--- config.mk ---
export PLATFORM = sky130hd
export DESIGN_NAME = uart_tx
export DESIGN_NICKNAME = d
export VERILOG_FILES = /design/src/rtl/uart_pkg.sv /design/src/rtl/uart_tx_fifo.sv /design/src/rtl/uart_tx.sv
export SDC_FILE = /design/constraint.sdc
export NUM_CORES = 1
export LEC_CHECK = 0
export CORE_ASPECT_RATIO = 1.1
export CORE_MARGIN = 5
export CORE_UTILIZATION = 59
export DETAILED_ROUTE_END_ITERATION = 7
export PLACE_DENSITY_LB_ADDON = 0.3
export SLEW_MARGIN = 20
export SYNTH_ARGS = -nofsm -noshare
export SYNTH_HDL_FRONTEND = slang
export SYNTH_SLANG_ARGS = --single-unit
--- constraint.sdc ---
create_clock -name clock -period 2.5 [get_ports clock]
set_input_delay 0.5 -clock clock [delete_from_list [all_inputs] [get_ports clock]]
set_output_delay 0.5 -clock clock [all_outputs]
set_load 0.02 [all_outputs]
--- src/rtl/uart_pkg.sv ---
// Shared definitions for the icelink UART transmitter and receiver.
// Holds the frame constants, the FSM state type and the baud divisor helper.
package uart_pkg;

   typedef enum logic [1:0] {
      IDLE  = 2'd0,
      START = 2'd1,
      DATA  = 2'd2,
      STOP  = 2'd3
   } state_e;

   localparam int DATA_BITS  = 8;
   localparam int FRAME_BITS = 10;

   // Clock cycles per bit, rounded to the nearest integer.
   function automatic int divisor(input int fclk, input int bauds);
      return (fclk + bauds / 2) / bauds;
   endfunction

endpackage

--- src/rtl/uart_tx_fifo.sv ---
// sync_fifo: first-word-fall-through FIFO, DEPTH a power of two.
// Ports: clock, reset, wdata/push (write), rdata/pop (read), full, empty.
module sync_fifo #(
   parameter int WIDTH = 8,
   parameter int DEPTH = 4
) (
   input  logic             clock,
   input  logic             reset,
   input  logic [WIDTH-1:0] wdata,
   input  logic             push,
   output logic [WIDTH-1:0] rdata,
   input  logic             pop,
   output logic             full,
   output logic             empty
);

   localparam int AW = $clog2(DEPTH);
   localparam int CW = AW + 1;

   logic [WIDTH-1:0] mem [DEPTH];
   logic [AW-1:0]    wptr;
   logic [AW-1:0]    rptr;
   logic [CW-1:0]    count;
   logic             push_e;
   logic             pop_e;

   assign full   = (count == CW'(DEPTH));
   assign empty  = (count == '0);
   assign push_e = push && !full;
   assign pop_e  = pop && !empty;
   assign rdata  = mem[rptr];

   always_ff @(posedge clock) begin
      if (push_e)
         mem[wptr] <= wdata;
   end

   // Pointers wrap naturally; count tells full from empty.
   always_ff @(posedge clock or posedge reset) begin
      if (reset) begin
         wptr  <= '0;
         rptr  <= '0;
         count <= '0;
      end else begin
         if (push_e)
            wptr <= wptr + AW'(1);
         if (pop_e)
            rptr <= rptr + AW'(1);
         if (push_e && !pop_e)
            count <= count + CW'(1);
         else if (pop_e && !push_e)
            count <= count - CW'(1);
      end
   end

endmodule

--- src/rtl/uart_tx.sv ---
// uart_tx: buffered 8N1 transmitter, LSB first, idle-high line.
// Ports: clock, reset, data/valid/ready (byte in), tx (line), busy.
module uart_tx
   import uart_pkg::*;
#(
   parameter int FCLK  = 12_000_000,
   parameter int BAUDS = 115200,
   parameter int DEPTH = 4
) (
   input  logic       clock,
   input  logic       reset,
   input  logic [7:0] data,
   input  logic       valid,
   output logic       ready,
   output logic       tx,
   output logic       busy
);

   localparam int DIVISOR = divisor(FCLK, BAUDS);
   localparam int CW = (DIVISOR > 1) ? $clog2(DIVISOR) : 1;

   localparam logic [1:0] S_IDLE  = IDLE;
   localparam logic [1:0] S_START = START;
   localparam logic [1:0] S_DATA  = DATA;
   localparam logic [1:0] S_STOP  = STOP;

   logic [1:0]    state;
   logic [CW-1:0] baud_cnt;
   logic [2:0]    bit_idx;
   logic [7:0]    shift;
   logic          ready_en;
   logic          full;
   logic          empty;
   logic [7:0]    rdata;
   logic          push;
   logic          pop;
   logic          wrap;

   assign wrap = (baud_cnt == CW'(DIVISOR - 1));
   assign push = valid && ready;
   assign pop  = !empty &&
                 ((state == S_IDLE) || (state == S_STOP && wrap));

   // ready_en holds ready low until the first edge after reset.
   assign ready = ready_en && !full;

   sync_fifo #(
      .WIDTH (8),
      .DEPTH (DEPTH)
   ) u_fifo (
      .clock (clock),
      .reset (reset),
      .wdata (data),
      .push  (push),
      .rdata (rdata),
      .pop   (pop),
      .full  (full),
      .empty (empty)
   );

   always_ff @(posedge clock or posedge reset) begin
      if (reset) begin
         ready_en <= 1'b0;
         state    <= S_IDLE;
         baud_cnt <= '0;
         bit_idx  <= '0;
         shift    <= '0;
         tx       <= 1'b1;
         busy     <= 1'b0;
      end else begin
         ready_en <= 1'b1;
         // tx and busy trail state by one cycle, so every bit on the
         // line still lasts exactly DIVISOR cycles.
         tx   <= (state == S_START) ? 1'b0 :
                 (state == S_DATA)  ? shift[0] : 1'b1;
         busy <= (state != S_IDLE) || !empty;
         unique case (state)
            S_IDLE: begin
               baud_cnt <= '0;
               if (!empty) begin
                  shift <= rdata;
                  state <= S_START;
               end
            end
            S_START: begin
               if (wrap) begin
                  baud_cnt <= '0;
                  bit_idx  <= '0;
                  state    <= S_DATA;
               end else begin
                  baud_cnt <= baud_cnt + CW'(1);
               end
            end
            S_DATA: begin
               if (wrap) begin
                  baud_cnt <= '0;
                  shift    <= {1'b0, shift[7:1]};
                  if (bit_idx == 3'(DATA_BITS - 1))
                     state <= S_STOP;
                  else
                     bit_idx <= bit_idx + 3'd1;
               end else begin
                  baud_cnt <= baud_cnt + CW'(1);
               end
            end
            S_STOP: begin
               if (wrap) begin
                  baud_cnt <= '0;
                  if (!empty) begin
                     shift <= rdata;
                     state <= S_START;
                  end else begin
                     state <= S_IDLE;
                  end
               end else begin
                  baud_cnt <= baud_cnt + CW'(1);
               end
            end
         endcase
      end
   end

endmodule
==> results of run 1 <==
## through the flow
stage	cells	hold slack [ns]	area, µm²
6_report	270	0.466	3220
5_1_grt	270	0.511	3220
4_1_cts	270	0.467	3220
3_5_place_dp	254	0.458	3020
3_3_place_gp	254	0.453	3020
2_1_floorplan	184	0.434	2830
## worst max-delay path by stage
stage / from / to / slack (ns) / cells after the start
global route: baud_cnt[3] / u_fifo.count[1] / 0.002 / 7
floorplan: u_fifo.count[0] / u_fifo.count[2] / 0.19 / 9
detailed placement: baud_cnt[3] / u_fifo.count[1] / 0.09 / 7
finish: baud_cnt[3] / u_fifo.count[1] / 0.11 / 7
global placement: baud_cnt[3] / u_fifo.count[1] / 0.16 / 7
CTS: baud_cnt[3] / u_fifo.count[1] / 0.09 / 7
## cell type report
cell class                      instances  area [µm²]  area share, %
Sequential cell                        62        1710           53.1
Multi-Input combinational cell        105        1020           31.7
Timing Repair Buffer                   19         175           5.43
Clock buffer                            9         124           3.84
Clock inverter                          7        75.1           2.33
Tap cell                               56        70.1           2.17
Inverter                               12        45.0           1.40
## cells by family (layout without fill, tap and decap cells)
kind of cell    after synthesis  count (layout)  share of synthesized area [%]
flops                        62              62                           60.6
fa+ha+maj                    14              14                           6.46
other cells                   1               1                          0.133
xor+xnor                     10              10                           3.10
compound gates               23              23                           5.76
simple gates                 32              32                           6.38
buf+inv                      17              47                           3.36
mux                          25              25                           14.2
## per-layer routing
layer  GRT usage, %  part of all wire [%]  vias to the layer above
li1               -                     -                      728
met1           19.2                    44                      757
met2           27.5                    51                       33
met3           4.77                   3.5                       11
met4           8.36                   1.9                        0
met5              0                     0                        -
## worst max-delay path, delay by kind of cell (launching register included)
kind,cells,cell delay (ns)
AO/OA/AOI/OAI,1,0.28
adder cells (fa/ha/maj),2,0.65
buffers and inverters,1,0.09
flip-flops,1,0.43
multiplexers,1,0.27
AND/OR/NAND/NOR,2,0.57
## power by group through the flow
stage	Combinational, µW	Sequential, µW	Clock, µW
2_1_floorplan	186	1250	0
3_3_place_gp	252	1250	0
3_5_place_dp	275	1260	0
4_1_cts	277	1240	872
5_1_grt	307	1250	926
6_report	270	1240	862
## placed cells by master, fill, tap and decap left out, types with 6 or more instances in the layout
cell type,n
mux2_2,7
edfxtp_1,32
xnor2_1,6
dfrtp_1,29
buf_4,6
a21oi_1,6
nor2_1,7
mux2_4,6
clkbuf_8,9
inv_1,12
clkdlybuf4s50_1,13
and3_1,6
ha_1,12
## state kept, by name (all words and copies together), names as in the netlist
signal,flops
u_fifo.count,3
u_fifo.mem,32
state,2
tx,1
baud_cnt,7
u_fifo.rptr,2
u_fifo.wptr,2
ready_en,1
busy,1
bit_idx,3
shift,8
==> impl_metrics.py, run 1 <==
metrics = {
    "place": {
        "place_ws_ns": 0.0867,
        "io_buffers": 13,
        "gp_congestion": 0.751,
        "post-dp-hpwl_um": 3230,
    },
    "pwr": {
        "p_int_uw": 1770,
        "power_density_nw_per_um2": 736,
        "share_comb_of_total_power_pct": 11.4,
        "p_sw_share_pct": 25.6,
        "power_uw": 2370,
        "clock_power_share_pct": 36.3,
        "power_leakage_uw": 0.00126,
        "p_switching_uw": 608,
        "ir_worst_vdd_mv": 0.525,
        "seqPwrFrac_pct": 52.3,
    },
    "yosys": {
        "synth_commonest_cells": "edfxtp_1 (32), dfrtp_1 (29), ha_1 (13)",
        "yosysUniqueCellTypes": 42,
        "ys_warn_count": 0,
        "ys_ff_latch": 62,
        "netlist_instances": 184,
        "synth.most_common_cell": "edfxtp_1",
        "avgSynthCellArea_um2": 15.4,
        "synth_ff_type": "edfxtp_1",
        "synth-async-reset-ratio_pct": 48.4,
        "synth_top_area_cell": "edfxtp_1",
        "synth_edf_count": 32,
        "syn_area_um2": 2830,
        "syn_nets": 209,
        "synth.area.top_cells": "edfxtp_1 (34%), dfrtp_1 (26%), ha_1 (5.8%), mux4_2 (4.0%), mux2_4 (3.2%)",
        "ys_seq_area_share_pct": 60.6,
        "synth_top_area_share_pct": 34.0,
    },
    "critical_path": {
        "reg2reg_depth": 7,
        "cp-end-kind": "flop",
        "crit_fanout": 6,
        "worstPathRequired_ns": 2.73,
        "rrSetupSlack_ns": 0.11,
        "critical_path_class": "reg -> reg",
        "startpoint_type": "flop",
        "cp_slowest_cell": "dfrtp_1",
        "crit_arrival_ns": 2.61,
        "crit_chain": "or3b_4 -> o31ai_1 -> nand2_1 -> ha_1 -> inv_1 -> fa_1 -> mux2_2",
        "slowest_delay_ns": 0.43,
        "rr_startpoint": "baud_cnt[3]",
        "regToRegEndpoint": "u_fifo.count[1]",
    },
    "clock_network": {
        "cts_tree": "yes",
        "worstSkewPairLatency_ns": 0.34,
        "h-tree-depth": 3,
        "cts_resized": 0,
        "cts_num_sinks": 62,
        "cts-hold-fix-buffers": 0,
        "cts_max_path_buffers": 2,
        "root_buffer": "clkbuf_8",
        "clkTransAtPathRegs_ns": 0.07,
        "cts_buffers": 9,
        "cts_setup_buffers": 0,
    },
    "global_routing": {
        "grt_overflow": 0,
        "grt_max_degree": 31,
        "antenna_found_initial": 0,
        "grt_pass1_wl_um": 7800,
        "grt_pass1_vias": 1658,
        "grt_util_all_layers_pct": 16.3,
    },
    "timing": {
        "finalSetupViolations": 0,
        "fin_skew_ns": 0.00632,
        "timing.final.crit_share_pct": 95.5,
        "fmax_ghz": 0.419,
        "hold_violations": 0,
        "rsz0062_at_grt": "false",
        "tns_ns": 0,
        "tightest_slew_ns": 0.554,
        "fin_ws_ns": 0.113,
        "drv_slew": 0,
        "relSlewSlack_pct": 63.0,
        "layout_min_cycle_time_ns": 2.39,
    },
    "final_layout": {
        "diodes": 0,
        "drive_gt1_share_pct": 21.5,
        "fin_nets": 234,
        "final_util_pct": 69.3,
        "area_growth_pct": 14.0,
        "fillers": 314,
    },
    "floorplan": {
        "start_util_pct": 60.8,
        "fp.dieW_um": 76.0,
        "pin_count": 14,
        "fp-row-count": 26,
        "die_h_um": 82.6,
        "core_um2": 4650,
        "die-area_um2": 6280,
    },
    "hold_path": {
        "hp-class": "reg -> reg",
        "hp-start": "baud_cnt[0]",
        "hold_end": "baud_cnt[0]",
        "whs_path_depth": 1,
    },
    "route": {
        "wl_per_cell_um": 16.9,
        "drtIter0Drc": 114,
        "dr.pass1.iters": 4,
        "drt-total-wl_um": 4580,
        "ant_nets": 0,
        "drc": 0,
        "vias": 1529,
        "avgViaCountPerCell": 5.66,
    },
    "job": {
        "cap_viol_max_count": 0,
    },
    "outcome": {
        "outcome": "finished, final reports clean",
    },
}
Note: power is estimated with default switching activity, not from simulation.
==> run 2: changes to the inputs <==
==> constraint.sdc (replaced) <==
create_clock -name clock -period 2.7 [get_ports clock]
set_input_delay 0.54 -clock clock [delete_from_list [all_inputs] [get_ports clock]]
set_output_delay 0.54 -clock clock [all_outputs]
set_load 0.02 [all_outputs]
==> impl_metrics.py, run 2 (synthesized netlist as in run 1, its figures left out) <==
metrics = {
    "critical_path": {
        "startpoint_type": "flop",
        "crit_chain": "or3b_4 -> o31ai_1 -> nand2_1 -> ha_1 -> inv_1 -> fa_1 -> mux2_2",
        "cp-end-kind": "flop",
        "crit_arrival_ns": 2.68,
        "cp_slowest_cell": "or3b_4",
        "path_buf_inv": 1,
        "crit_fanout": 6,
        "slowest_delay_ns": 0.47,
        "worstPathRequired_ns": 2.93,
        "cpLargestDelayFamily": "adder cells",
        "critical_path_class": "reg -> reg",
    },
    "final_layout": {
        "final_cell_mix": "edfxtp_1 (32), dfrtp_1 (29), ha_1 (13), clkdlybuf4s50_1 (13), inv_1 (12)",
        "mostFrequentLayoutCell": "edfxtp_1",
        "largestRegisters": "u_fifo.mem (32), shift (8), baud_cnt (7)",
        "final_cell_area_um2": 3180,
        "regMostFlops": "u_fifo.mem",
        "area_growth_pct": 12.5,
        "fillers": 325,
        "drive_gt1_share_pct": 19.9,
        "fin_nets": 231,
        "largest_register_ffs": 32,
        "diodes": 0,
    },
    "place": {
        "placement.cell_area_um2": 3000,
        "io_buffers": 13,
        "post-dp-hpwl_um": 3250,
        "place_ws_ns": 0.244,
        "gp_congestion": 0.777,
    },
    "clock_network": {
        "cts_max_path_buffers": 2,
        "clkTransAtPathRegs_ns": 0.07,
        "cts_num_sinks": 62,
        "cts_setup_buffers": 0,
        "worstSkewPairLatency_ns": 0.34,
        "cts_buffers": 9,
        "cts_tree": "yes",
        "cts-hold-fix-buffers": 0,
        "cts_resized": 0,
        "root_buffer": "clkbuf_8",
        "h-tree-depth": 3,
    },
    "floorplan": {
        "start_util_pct": 60.8,
        "die-area_um2": 6280,
        "fp-row-count": 26,
        "pin_count": 14,
        "core_um2": 4650,
        "fp.dieW_um": 76.0,
        "die_h_um": 82.6,
    },
    "global_routing": {
        "grt_pass1_wl_um": 7560,
        "grt_pass1_vias": 1581,
        "grt_overflow": 0,
        "grt_util_all_layers_pct": 15.9,
        "grt_max_degree": 18,
        "antenna_found_initial": 0,
    },
    "route": {
        "avgViaCountPerCell": 5.66,
        "dr.pass1.iters": 4,
        "drtIter0Drc": 81,
        "drt-total-wl_um": 4510,
        "wl_per_cell_um": 16.9,
        "ant_nets": 0,
        "vias": 1512,
        "drc": 0,
    },
    "timing": {
        "drv_slew": 0,
        "fin_ws_ns": 0.248,
        "fmax_ghz": 0.408,
        "tns_ns": 0,
        "finalSetupViolations": 0,
        "relSlewSlack_pct": 56.8,
        "fin_skew_ns": 0.00830,
        "layout_min_cycle_time_ns": 2.45,
        "rsz0062_at_grt": "false",
        "timing.final.crit_share_pct": 90.8,
        "tightest_slew_ns": 0.648,
        "hold_violations": 0,
    },
    "job": {
        "cap_viol_max_count": 0,
    },
    "pwr": {
        "ir_worst_vdd_mv": 0.456,
        "power_leakage_uw": 0.00124,
        "power_density_nw_per_um2": 669,
    },
    "outcome": {
        "outcome": "finished, final reports clean",
    },
    "hold_path": {
        "hp-class": "reg -> reg",
    },
}
## run 2: changes by cell type in the layout (fill, tap and decap cells not counted)
| cell | delta |
|---|---|
| clkinvlp_4 | -2 |
| inv_6 | +3 |
| buf_4 | -3 |
| ha_1 | +1 |
| bufinv_16 | -1 |
| ha_2 | -1 |
## run 2: layout make-up
| type | count | area (µm²) | area share, % |
|---|---|---|---|
| tap | 56 | 70.1 | 2.20 |
| clock buffer | 9 | 124 | 3.90 |
| timing repair buffer | 16 | 153 | 4.80 |
| multi-input combinational | 105 | 1020 | 32.0 |
| inverter | 12 | 45.0 | 1.42 |
| clock inverter | 7 | 56.3 | 1.77 |
| sequential | 62 | 1710 | 53.9 |
## run 2: power breakdown
group	switching [µW]	internal [µW]
sequential	58.6	1090
clock	387	343
combinational	130	115
total	576	1550
## run 2: routing by layer
layer / global-route usage, % / share of wire, %
met2: 26.7 / 52
met3: 4.34 / 3.3
met4: 9.07 / 2.4
met1: 18.7 / 42
met5: 0 / 0
## run 2: worst paths after layout
check	startpoint	endpoint	slack, ns	cells after the start
max	baud_cnt[3]	u_fifo.count[1]	0.25	7
min reg2reg	baud_cnt[0]	baud_cnt[0]	0.47	1
max in group asynchronous	reset	tx	1.41	3
min in group asynchronous	reset	u_fifo.wptr[0]	0.58	2
max reg2reg	baud_cnt[3]	u_fifo.count[1]	0.25	7
min	baud_cnt[0]	baud_cnt[0]	0.47	1
## run 2: metrics by stage
step	total power (µW)	util, %	cells	hold WS (ns)
after floorplan	1330	-	184	0.434
after global placement	1390	64.5	251	0.457
after detailed placement	1420	64.5	251	0.459
after CTS	2150	68.3	267	0.470
after global routing	2230	68.3	267	0.482
final	2130	68.3	267	0.467
## run 2: worst reg2reg max path: cells and delay by family, from the launching register on
kind                     cells  cell delay, ns
buffers and inverters        1            0.08
adder cells (fa/ha/maj)      2            0.65
multiplexers                 1            0.27
AND/OR/NAND/NOR              2            0.62
flip-flops                   1            0.45
AO/OA/AOI/OAI                1            0.29
==> run 3: changes to the inputs <==
--- a/config.mk
+++ b/config.mk
@@ -8,6 +8,7 @@
 export CORE_ASPECT_RATIO = 1.1
 export CORE_MARGIN = 5
 export CORE_UTILIZATION = 59
+export CTS_CLUSTER_SIZE = 14
 export DETAILED_ROUTE_END_ITERATION = 7
 export PLACE_DENSITY_LB_ADDON = 0.3
 export SLEW_MARGIN = 20
==> results of run 3 <==
Same layout as run 2: the final DEF is identical, and so are final timing and power.
